[src/rtl/cache_miss_handler.sv]
// cache_miss_handler
// Responder side of the cache miss interface. Queues line-fill requests from
// the cache, fetches each line as 2**BLK_W in-order word reads from the
// memory read port, assembles the words into a line and hands the line back
// to the cache. Only one line is in flight at a time, and lines are returned
// in request order.
// Optional build macro: MH_PERF_CNT_EN adds the perf_lines/perf_stall
// profiling counter outputs.
module cache_miss_handler #(
  parameter int ADDR_W    = 25,
  parameter int BLK_W     = 2,
  parameter int WORD_W    = 32,
  parameter int RDATA_W   = 128,
  parameter int REQ_DEPTH = 4
) (
  input  logic               clk,
  input  logic               rst,
  input  logic [ADDR_W-1:0]  to_mh_addr,
  input  logic               to_mh_valid,
  output logic               from_mh_stall,
  output logic [RDATA_W-1:0] from_mh_data,
  output logic               from_mh_valid,
  input  logic               to_mh_stall,
  output logic               mem_rd_req,
  output logic [ADDR_W-1:0]  mem_rd_addr,
  input  logic               mem_rd_ack,
  input  logic [WORD_W-1:0]  mem_rd_data,
  input  logic               mem_rd_valid
`ifdef MH_PERF_CNT_EN
  ,
  output logic [31:0]        perf_lines,
  output logic [31:0]        perf_stall
`endif
);

  localparam int WPL    = 2 ** BLK_W;
  localparam int LINE_W = ADDR_W - BLK_W;
  localparam int PTR_W  = $clog2(REQ_DEPTH);

  localparam logic [BLK_W:0] WPL_IDX   = (BLK_W + 1)'(WPL);
  localparam logic [BLK_W:0] LAST_IDX  = (BLK_W + 1)'(WPL - 1);
  localparam logic [BLK_W:0] ONE_IDX   = (BLK_W + 1)'(1);
  localparam logic [PTR_W:0] DEPTH_CNT = (PTR_W + 1)'(REQ_DEPTH);
  localparam logic [PTR_W:0] ONE_CNT   = (PTR_W + 1)'(1);
  localparam logic [PTR_W-1:0] ONE_PTR = PTR_W'(1);

  typedef enum logic [1:0] {
    IDLE,
    FETCH,
    RESP
  } state_t;

  logic [LINE_W-1:0] fifo_mem [REQ_DEPTH];
  logic [PTR_W-1:0]  wr_ptr;
  logic [PTR_W-1:0]  rd_ptr;
  logic [PTR_W:0]    count;
  logic              push;
  logic              pop;
  logic [LINE_W-1:0] head;

  state_t            state;
  logic [BLK_W:0]    issue_idx;
  logic [BLK_W:0]    ret_idx;
  logic [BLK_W:0]    issue_next;
  logic [BLK_W:0]    ret_next;
  logic              word_accept;

  // The cache only sends line-aligned requests; the word offset is dropped.
  logic [BLK_W-1:0]  unused_offset;

  assign unused_offset = to_mh_addr[BLK_W-1:0];

  // Stall comes straight from the registered count, so a pop in the same
  // cycle does not release it until the following cycle.
  assign from_mh_stall = (count == DEPTH_CNT);
  assign push          = to_mh_valid & ~from_mh_stall;
  assign pop           = (state == RESP) & ~to_mh_stall;
  assign head          = fifo_mem[rd_ptr];
  assign issue_next    = issue_idx + ONE_IDX;
  assign ret_next      = ret_idx + ONE_IDX;
  // Returned words are only meaningful while a line is being fetched.
  assign word_accept   = (state == FETCH) & mem_rd_valid & (ret_idx < WPL_IDX);

  // Request FIFO storage; entries hold the line address only.
  always_ff @(posedge clk) begin
    if (push) begin
      fifo_mem[wr_ptr] <= to_mh_addr[ADDR_W-1:BLK_W];
    end
  end

  // Request FIFO pointers and occupancy; push and pop may coincide.
  always_ff @(posedge clk or posedge rst) begin
    if (rst) begin
      wr_ptr <= '0;
      rd_ptr <= '0;
      count  <= '0;
    end else begin
      if (push) begin
        wr_ptr <= wr_ptr + ONE_PTR;
      end
      if (pop) begin
        rd_ptr <= rd_ptr + ONE_PTR;
      end
      case ({push, pop})
        2'b10:   count <= count + ONE_CNT;
        2'b01:   count <= count - ONE_CNT;
        default: count <= count;
      endcase
    end
  end

  // Line-fill sequencer: issues word reads, collects returns, presents the line.
  always_ff @(posedge clk or posedge rst) begin
    if (rst) begin
      state         <= IDLE;
      issue_idx     <= '0;
      ret_idx       <= '0;
      mem_rd_req    <= 1'b0;
      mem_rd_addr   <= '0;
      from_mh_valid <= 1'b0;
      from_mh_data  <= '0;
    end else begin
      case (state)
        IDLE: begin
          if (count != '0) begin
            state       <= FETCH;
            issue_idx   <= '0;
            ret_idx     <= '0;
            mem_rd_req  <= 1'b1;
            mem_rd_addr <= {head, BLK_W'(0)};
          end
        end
        FETCH: begin
          if (mem_rd_req && mem_rd_ack) begin
            issue_idx <= issue_next;
            if (issue_next == WPL_IDX) begin
              mem_rd_req <= 1'b0;
            end else begin
              mem_rd_addr <= {head, issue_next[BLK_W-1:0]};
            end
          end
          if (word_accept) begin
            from_mh_data[ret_idx[BLK_W-1:0]*WORD_W +: WORD_W] <= mem_rd_data;
            ret_idx <= ret_next;
            if (ret_idx == LAST_IDX) begin
              state         <= RESP;
              from_mh_valid <= 1'b1;
            end
          end
        end
        RESP: begin
          if (!to_mh_stall) begin
            from_mh_valid <= 1'b0;
            state         <= IDLE;
          end
        end
        default: begin
          state <= IDLE;
        end
      endcase
    end
  end

`ifdef MH_PERF_CNT_EN
  // Profiling counters: delivered lines and cycles spent waiting on the cache.
  always_ff @(posedge clk or posedge rst) begin
    if (rst) begin
      perf_lines <= '0;
      perf_stall <= '0;
    end else if (from_mh_valid) begin
      if (to_mh_stall) begin
        perf_stall <= perf_stall + 32'd1;
      end else begin
        perf_lines <= perf_lines + 32'd1;
      end
    end
  end
`else
  // Profiling counters are compiled out in this build.
`endif

endmodule
[config.mk]
export PLATFORM = sky130hd
export DESIGN_NAME = cache_miss_handler
export DESIGN_NICKNAME = d
export VERILOG_FILES = /design/src/rtl/cache_miss_handler.sv
export SDC_FILE = /design/constraint.sdc
export NUM_CORES = 1
export LEC_CHECK = 0
export BUFFER_PORTS_ARGS = -buffer_cell sky130_fd_sc_hd__buf_2
export CORE_MARGIN = 2
export CORE_UTILIZATION = 40
export DETAILED_ROUTE_END_ITERATION = 6
export GPL_ROUTABILITY_DRIVEN = 0
export PLACE_DENSITY_LB_ADDON = 0.08
export RECOVER_POWER = 100
export REMOVE_ABC_BUFFERS = 1
export SLEW_MARGIN = 25
export SYNTH_ARGS = -nofsm -noshare
export SYNTH_HDL_FRONTEND = slang
export SYNTH_SLANG_ARGS = --single-unit
[constraint.sdc]
create_clock -name clk -period 6.1 [get_ports clk]
set_input_delay 0.915 -clock clk [delete_from_list [all_inputs] [get_ports clk]]
set_output_delay 0.915 -clock clk [all_outputs]
set_load 0.02 [all_outputs]
==> impl_summary.log, run 1 <==
[metrics] slowest stage delay, CP: 1.90 ns
[metrics] standard cell area after detailed placement: 11800 sq um
[metrics] Pint: 3.25 mW
[metrics] startpoint of the worst-slack reg-to-reg timing path: ret_idx[0]
[metrics] critical path startpoint category: input pin
[metrics] power share of the clock group: 36.6%
[metrics] cell area power density: 359 nW/um^2
[metrics] area enclosed by the die boundary: 27100 sq um
[metrics] setup repair after global routing missed its margin: no
[metrics] vertical die dimension: 165 microns
[metrics] die width: 165 microns
[metrics] Min Hold Slack: 0.476 ns
[metrics] Syn. warnings: 0
[metrics] Post-DP HPWL: 15300 microns
[metrics] via count of the first global-routing pass: 6623
[metrics] CTS Hold Buffers Added: 0
[metrics] buffers inserted during post-CTS setup optimization: 0
[metrics] detailed-route vias per instance: 4.81
[metrics] number of clock buffers inserted by TritonCTS: 29
[metrics] share of synthesized area occupied by flip-flops and latches: 68.1%
[metrics] leading cell type in the layout, fill and taps excluded: nand2_1
[metrics] clock tree from TritonCTS: built
[metrics] initial drt markers: 452
[metrics] number of placement rows: 58
[metrics] final worst path period share: 58.9%
[metrics] number of antenna-violating nets in the routed design: 0
[metrics] Post-Place Worst Slack: 3.35 ns
[metrics] number of flip-flops and latches in the synthesized netlist: 262
[metrics] number of hold violations in the final report: 0
[metrics] number of nets in the finished design: 1120
[metrics] worst setup path category: input pin to flop
[metrics] violated checks: max-capacitance violations, max-slew violations
[metrics] required time worst endpoint: 6.39 ns
[metrics] pin count of the biggest net entering global routing: 82
[metrics] final setup margin: 2.51 ns
[metrics] setup total negative slack: 0 ns
[metrics] detailed-route via count: 6708
[metrics] number of instances in the synthesized netlist: 825
[metrics] Mapped Avg Cell Area: 12.5 sq um
[metrics] Slew HR: -144%
[metrics] instance count along the most critical hold path: 2
[metrics] # Max-Cap Violations: 6
[metrics] Hold EP: from_mh_data[123]
[metrics] switching power share of the total: 26.2%
[metrics] # DRC: 0
[metrics] clock sink count: 262
[metrics] leak pwr: 4.93 nW
[metrics] CTS root buffer: clkbuf_16
[metrics] fill count: 2435
[metrics] critical register-to-register path endpoint: from_mh_data[84]
[metrics] most prevalent standard cell on the critical path: clkbuf_1
[metrics] critical path capture point type: flop
[metrics] setup slack of the worst register-to-register path: 2.56 ns
[metrics] Floorplan Core Area: 25300 sq um
[metrics] clock buffer depth: 3
[metrics] top library cells by usage in the layout, fill and taps aside: nand2_1, clkbuf_1, dfrtp_1
[metrics] status: complete, but fails checks
[metrics] first-pass GRT wire length: 37900 microns
[metrics] Post-Syn Area: 10300 sq um
[metrics] number of flops mapped to enable cells by yosys: 92
[metrics] critical-path maximum fanout: 62
[metrics] Boundary Pins: 219
[metrics] gr usage total: 18.0%
[metrics] Resize count post-CTS: 0
[metrics] clock insertion delay at the later pin of the skew report: 0.54 ns
[metrics] worst voltage drop across the vdd grid: 296 uV
[metrics] worst path cell trace: clkbuf_1, nor4bb_1, clkbuf_1, nand2_1, clkbuf_1, o21ai_0
[metrics] most instantiated flip-flop cell in the synthesis netlist: dfrtp_1
[metrics] count of port buffers added during placement: 216
[metrics] pin slew with the least headroom to its limit: 3.64 ns
[metrics] count of endpoints failing setup in the final report: 0
[metrics] count of cell types in the netlist: 32
[metrics] arrival time at the worst endpoint: 3.88 ns
[metrics] Hold WC Path Type: flop to flop
[metrics] starting utilization of the core area: 40.8%
[metrics] number of antenna violations at the first check in global routing: 1
[metrics] fraction of layout instances using a drive strength above 1: 11.7%
[metrics] first drt pass iteration count: 4
[metrics] share of synthesized flip-flops with an asynchronous set or reset: 64.9%
[metrics] r2r worst-path depth: 5
[metrics] sequential share of power: 49.4%
[metrics] Finished Cell Area: 12300 sq um
[metrics] Layout area overhead: 19.2%
[metrics] net switching power of the design: 1.16 mW
[metrics] Total Wirelength: 24700 microns
[metrics] largest clock skew in the final design: 0.0204 ns
[metrics] Fmax: 278 MHz
[metrics] share of total power in combinational logic: 14.1%
[metrics] fin crit period: 3.59 ns
[metrics] GRT overflow: 0
[metrics] clock-pin slew of the registers on the worst-case setup and hold paths: 0.06 ns
[metrics] final count of pins violating max slew: 373
[metrics] count of H-tree levels built during CTS: 1
[metrics] start point of the worst min-delay path: from_mh_data[123]
[metrics] cell with the largest stage delay on the worst path: clkbuf_1
[metrics] average wire length per cell after detail routing: 17.7 microns
-- registers in the layout, summed over array words and instances (netlist names) --
register / flops
count: 3
issue_idx: 3
mem_rd_addr: 25
mem_rd_req: 1
state: 2
from_mh_data: 128
fifo_mem: 92
rd_ptr: 2
ret_idx: 3
wr_ptr: 2
from_mh_valid: 1
-- worst max-delay path by stage --
stage / start / end / slack, ns / cells after the start
after floorplan: rst / count[0] / 0.58 / 1
after global placement: mem_rd_valid / from_mh_data[1] / 3.31 / 6
after detailed placement: to_mh_stall / count[2] / 3.35 / 8
after CTS: count[0] / from_mh_stall / 3.75 / 3
after global routing: mem_rd_valid / from_mh_data[39] / 2.13 / 6
final: mem_rd_valid / from_mh_data[84] / 2.51 / 6
-- synth_stat cells (4+ instances only) --
library cell	n	area share, %
o21ai_0	128	6.2
and2_1	5	0.30
nand2_1	271	9.9
inv_1	11	0.40
o21ai_1	7	0.34
mux2_4	20	2.9
dfrtp_1	170	41
xor2_1	4	0.34
mux4_2	23	5.0
mux2_2	7	0.76
nor3b_1	5	0.36
clkbuf_1	39	1.4
ha_1	13	1.6
buf_2	4	0.19
edfxtp_1	92	27
-- logic make-up after synthesis --
| family | after synthesis | synth area share, % |
|---|---|---|
| flops | 262 | 68.1 |
| mux | 51 | 8.80 |
| xor+xnor | 7 | 0.595 |
| buf+inv | 57 | 2.34 |
| compound gates | 139 | 7.08 |
| simple gates | 295 | 11.3 |
| fa+ha+maj | 14 | 1.77 |
-- routing by layer --
metal | global-route usage [%] | part of all wire, %
met5 | 0 | 0
met4 | 3.72 | 1.8
met3 | 4.17 | 6.4
met2 | 29.8 | 47
met1 | 24.6 | 44
-- area by class of cell --
cell class	count	area, sq um	area share, %
tap	330	413	3.36
antenna	1	2.50	0.0204
clock buffer	43	808	6.58
sequential	262	7020	57.1
multi-input combinational	506	2990	24.3
timing repair buffer	233	946	7.70
clock inverter	9	68.8	0.560
inverter	11	42.5	0.346
-- power by group through the flow --
stage	clock, mW	combinational [mW]	sequential [mW]
5_1_grt	1.74	0.687	2.20
3_5_place_dp	0	0.738	2.20
4_1_cts	1.66	0.739	2.18
3_3_place_gp	0	0.729	2.20
6_report	1.61	0.620	2.18
2_1_floorplan	0	0.373	2.30
-- critical path: cells and delay by family --
kind | cells | cell delay [ns]
buffers and inverters | 3 | 2.21
AND/OR/NAND/NOR | 2 | 0.34
AO/OA/AOI/OAI | 1 | 0.35
-- per-stage QoR --
stage	std cells	utilization (%)	total power [mW]
after floorplan	779	-	2.67
after global placement	1342	46.6	2.93
after detailed placement	1342	46.6	2.94
after CTS	1394	50.1	4.57
after global routing	1394	48.6	4.63
final	1395	48.7	4.41
(Power assumes the default switching activity.)
==> run 2, diff against run 1 <==
clock period = 2.95 ns   (was 6.1 ns; I/O delays follow)
==> impl_summary.log, run 2 (synthesis gave the netlist of run 1 again) <==
[metrics] pin count of the biggest net entering global routing: 65 (was 82)
[metrics] number of antenna violations at the first check in global routing: 3 (was 1)
[metrics] Hold EP: from_mh_data[38] (was from_mh_data[123])
[metrics] final worst path period share: 83.7%
[metrics] count of endpoints failing setup in the final report: 0 (unchanged)
[metrics] number of clock buffers inserted by TritonCTS: 29 (unchanged)
[metrics] number of antenna-violating nets in the routed design: 0 (unchanged)
[metrics] fraction of layout instances using a drive strength above 1: 13.0% (was 11.7%)
[metrics] pin slew with the least headroom to its limit: 1.19 ns (was 3.64 ns)
[metrics] start point of the worst min-delay path: mem_rd_data[6] (was from_mh_data[123])
[metrics] number of placement rows: 58 (unchanged)
[metrics] worst setup path startpoint: count[0] (was mem_rd_valid)
[metrics] r2r worst-path depth: 5 (unchanged)
[metrics] post-layout utilization of the core: 49.1% (was 48.7%)
[metrics] Resize count post-CTS: 0 (unchanged)
[metrics] setup total negative slack: 0 ns (unchanged)
[metrics] Finished Cell Area: 12400 sq um (was 12300 sq um)
[metrics] leading cell type in the layout, fill and taps excluded: nand2_1 (unchanged)
[metrics] critical-path maximum fanout: 15 (was 62)
[metrics] gr usage total: 18.7% (was 18.0%)
[metrics] setup slack of the worst register-to-register path: 0.48 ns (was 2.56 ns)
[metrics] critical register-to-register path endpoint: fifo_mem[0][2] (was from_mh_data[84])
[metrics] area enclosed by the die boundary: 27100 sq um (unchanged)
[metrics] clock buffer depth: 3 (unchanged)
[metrics] buffers inserted during post-CTS setup optimization: 0 (unchanged)
[metrics] largest clock skew in the final design: 0.00899 ns (was 0.0204 ns)
[metrics] worst setup path category: flop to flop (was input pin to flop)
[metrics] # Max-Cap Violations: 0 (was 6)
[metrics] setup repair after global routing missed its margin: no (unchanged)
[metrics] Hold WC Path Type: input pin to flop (was flop to flop)
[metrics] total instance count after detailed placement: 1349 (was 1342)
[metrics] number of hold violations in the final report: 0 (unchanged)
[metrics] first-pass GRT wire length: 39100 microns (was 37900 microns)
[metrics] clock tree from TritonCTS: built (unchanged)
[metrics] instance count along the most critical hold path: 3 (was 2)
[metrics] first drt pass iteration count: 4 (unchanged)
[metrics] number of cells in the finished layout apart from fillers: 1403 (was 1395)
[metrics] flip-flop count of the largest register after layout: 128 (unchanged)
[metrics] count of H-tree levels built during CTS: 1 (unchanged)
[metrics] Slew HR: 20.7% (was -144%)
[metrics] final count of pins violating max slew: 0 (was 373)
[metrics] status: completed (was complete, but fails checks)
[metrics] Floorplan Core Area: 25300 sq um (unchanged)
[metrics] detailed-route vias per instance: 4.83 (was 4.81)
[metrics] fill count: 2392 (was 2435)
[metrics] clock-pin slew of the registers on the worst-case setup and hold paths: 0.06 ns (about the same)
[metrics] starting utilization of the core area: 40.8% (unchanged)
[metrics] required time worst endpoint: 3.10 ns (was 6.39 ns)
[metrics] fin crit period: 2.47 ns
[metrics] final total power: 9.19 mW (was 4.41 mW)
[metrics] critical path startpoint category: flop (was input pin)
[metrics] GRT overflow: 0 (unchanged)
[metrics] Layout area overhead: 20.4% (was 19.2%)
[metrics] Total Wirelength: 25100 microns (was 24700 microns)
[metrics] via count of the first global-routing pass: 6908 (was 6623)
[metrics] top library cells by usage in the layout, fill and taps aside: nand2_1, clkbuf_1, dfrtp_1 (unchanged)
[metrics] worst voltage drop across the vdd grid: 547 uV (was 296 uV)
[metrics] arrival time at the worst endpoint: 2.62 ns (was 3.88 ns)
[metrics] initial drt markers: 464 (was 452)
[metrics] critical path capture point type: flop (unchanged)
[metrics] clock insertion delay at the later pin of the skew report: 0.54 ns (about the same)
[metrics] Boundary Pins: 219 (unchanged)
[metrics] Post-DP HPWL: 16100 microns (was 15300 microns)
[metrics] biggest registers after layout: from_mh_data: 128 flops, fifo_mem: 92 flops, mem_rd_addr: 25 flops (unchanged)
[metrics] die width: 165 microns (unchanged)
[metrics] startpoint of the worst-slack reg-to-reg timing path: count[0] (was ret_idx[0])
[metrics] Fmax: 405 MHz
[metrics] # DRC: 0 (unchanged)
[metrics] count of port buffers added during placement: 216 (unchanged)
[metrics] vertical die dimension: 165 microns (unchanged)
[metrics] clock sink count: 262 (unchanged)
[metrics] register name with the most flops: from_mh_data (unchanged)
[metrics] cell area power density: 740 nW/um^2 (was 359 nW/um^2)
[metrics] CTS Hold Buffers Added: 1 (was 0)
[metrics] leak pwr: 4.99 nW (was 4.93 nW)
[metrics] detailed-route via count: 6773 (was 6708)
[metrics] CTS root buffer: clkbuf_16 (unchanged)
[metrics] average wire length per cell after detail routing: 17.9 microns (was 17.7 microns)
[metrics] standard cell area after detailed placement: 11900 sq um (was 11800 sq um)
[metrics] number of nets in the finished design: 1128 (was 1120)
## run 2: power by group
| group | switching, mW | internal, mW | leakage (nW) |
|---|---|---|---|
| combinational | 0.830 | 0.472 | 1.44 |
| clock | 1.40 | 1.97 | 0.434 |
| sequential | 0.208 | 4.30 | 3.12 |
## run 2: final cells by class
| type | instances | area, sq um | area share, % |
|---|---|---|---|
| Antenna cell | 3 | 7.51 | 0.0605 |
| Tap cell | 330 | 413 | 3.33 |
| Clock buffer | 39 | 803 | 6.47 |
| Timing Repair Buffer | 241 | 1040 | 8.39 |
| Clock inverter | 11 | 82.6 | 0.666 |
| Inverter | 11 | 45.0 | 0.363 |
| Sequential cell | 262 | 7020 | 56.6 |
| Multi-Input combinational cell | 506 | 3000 | 24.2 |
## run 2: worst max-delay path by stage
stage | endpoint | slack (ns) | depth (start not counted)
after detailed placement | mem_rd_addr[4] | 0.47 | 6
final | fifo_mem[0][2] | 0.48 | 5
after CTS | mem_rd_addr[4] | 0.45 | 6
after global placement | mem_rd_addr[11] | 0.49 | 6
after floorplan | count[0] | -2.10 | 1
after global routing | fifo_mem[0][2] | 0.20 | 5
## run 2: through the flow
step / hold slack (ns) / worst slack, ns
final: 0.163 / 0.480
after global placement: 0.456 / 0.495
after CTS: 0.0977 / 0.453
after floorplan: 0.457 / -2.10
after detailed placement: 0.465 / 0.468
after global routing: 0.165 / 0.200
## run 2: worst max-delay path, cell delays in order (launching register included)
cell and delay [ns]:
dfrtp_1 0.38, inv_1 0.08, and3_1 0.17, nor2b_1 0.44
and2_0 0.23, clkbuf_1 0.76
## run 2: metal layers
metal	global-route usage, %	up-vias	routed length [microns]
met5	0	-	13
met4	4.58	2	570
met3	3.99	44	1850
met2	31.3	199	11700
met1	24.9	3253	11000
li1	-	3275	-
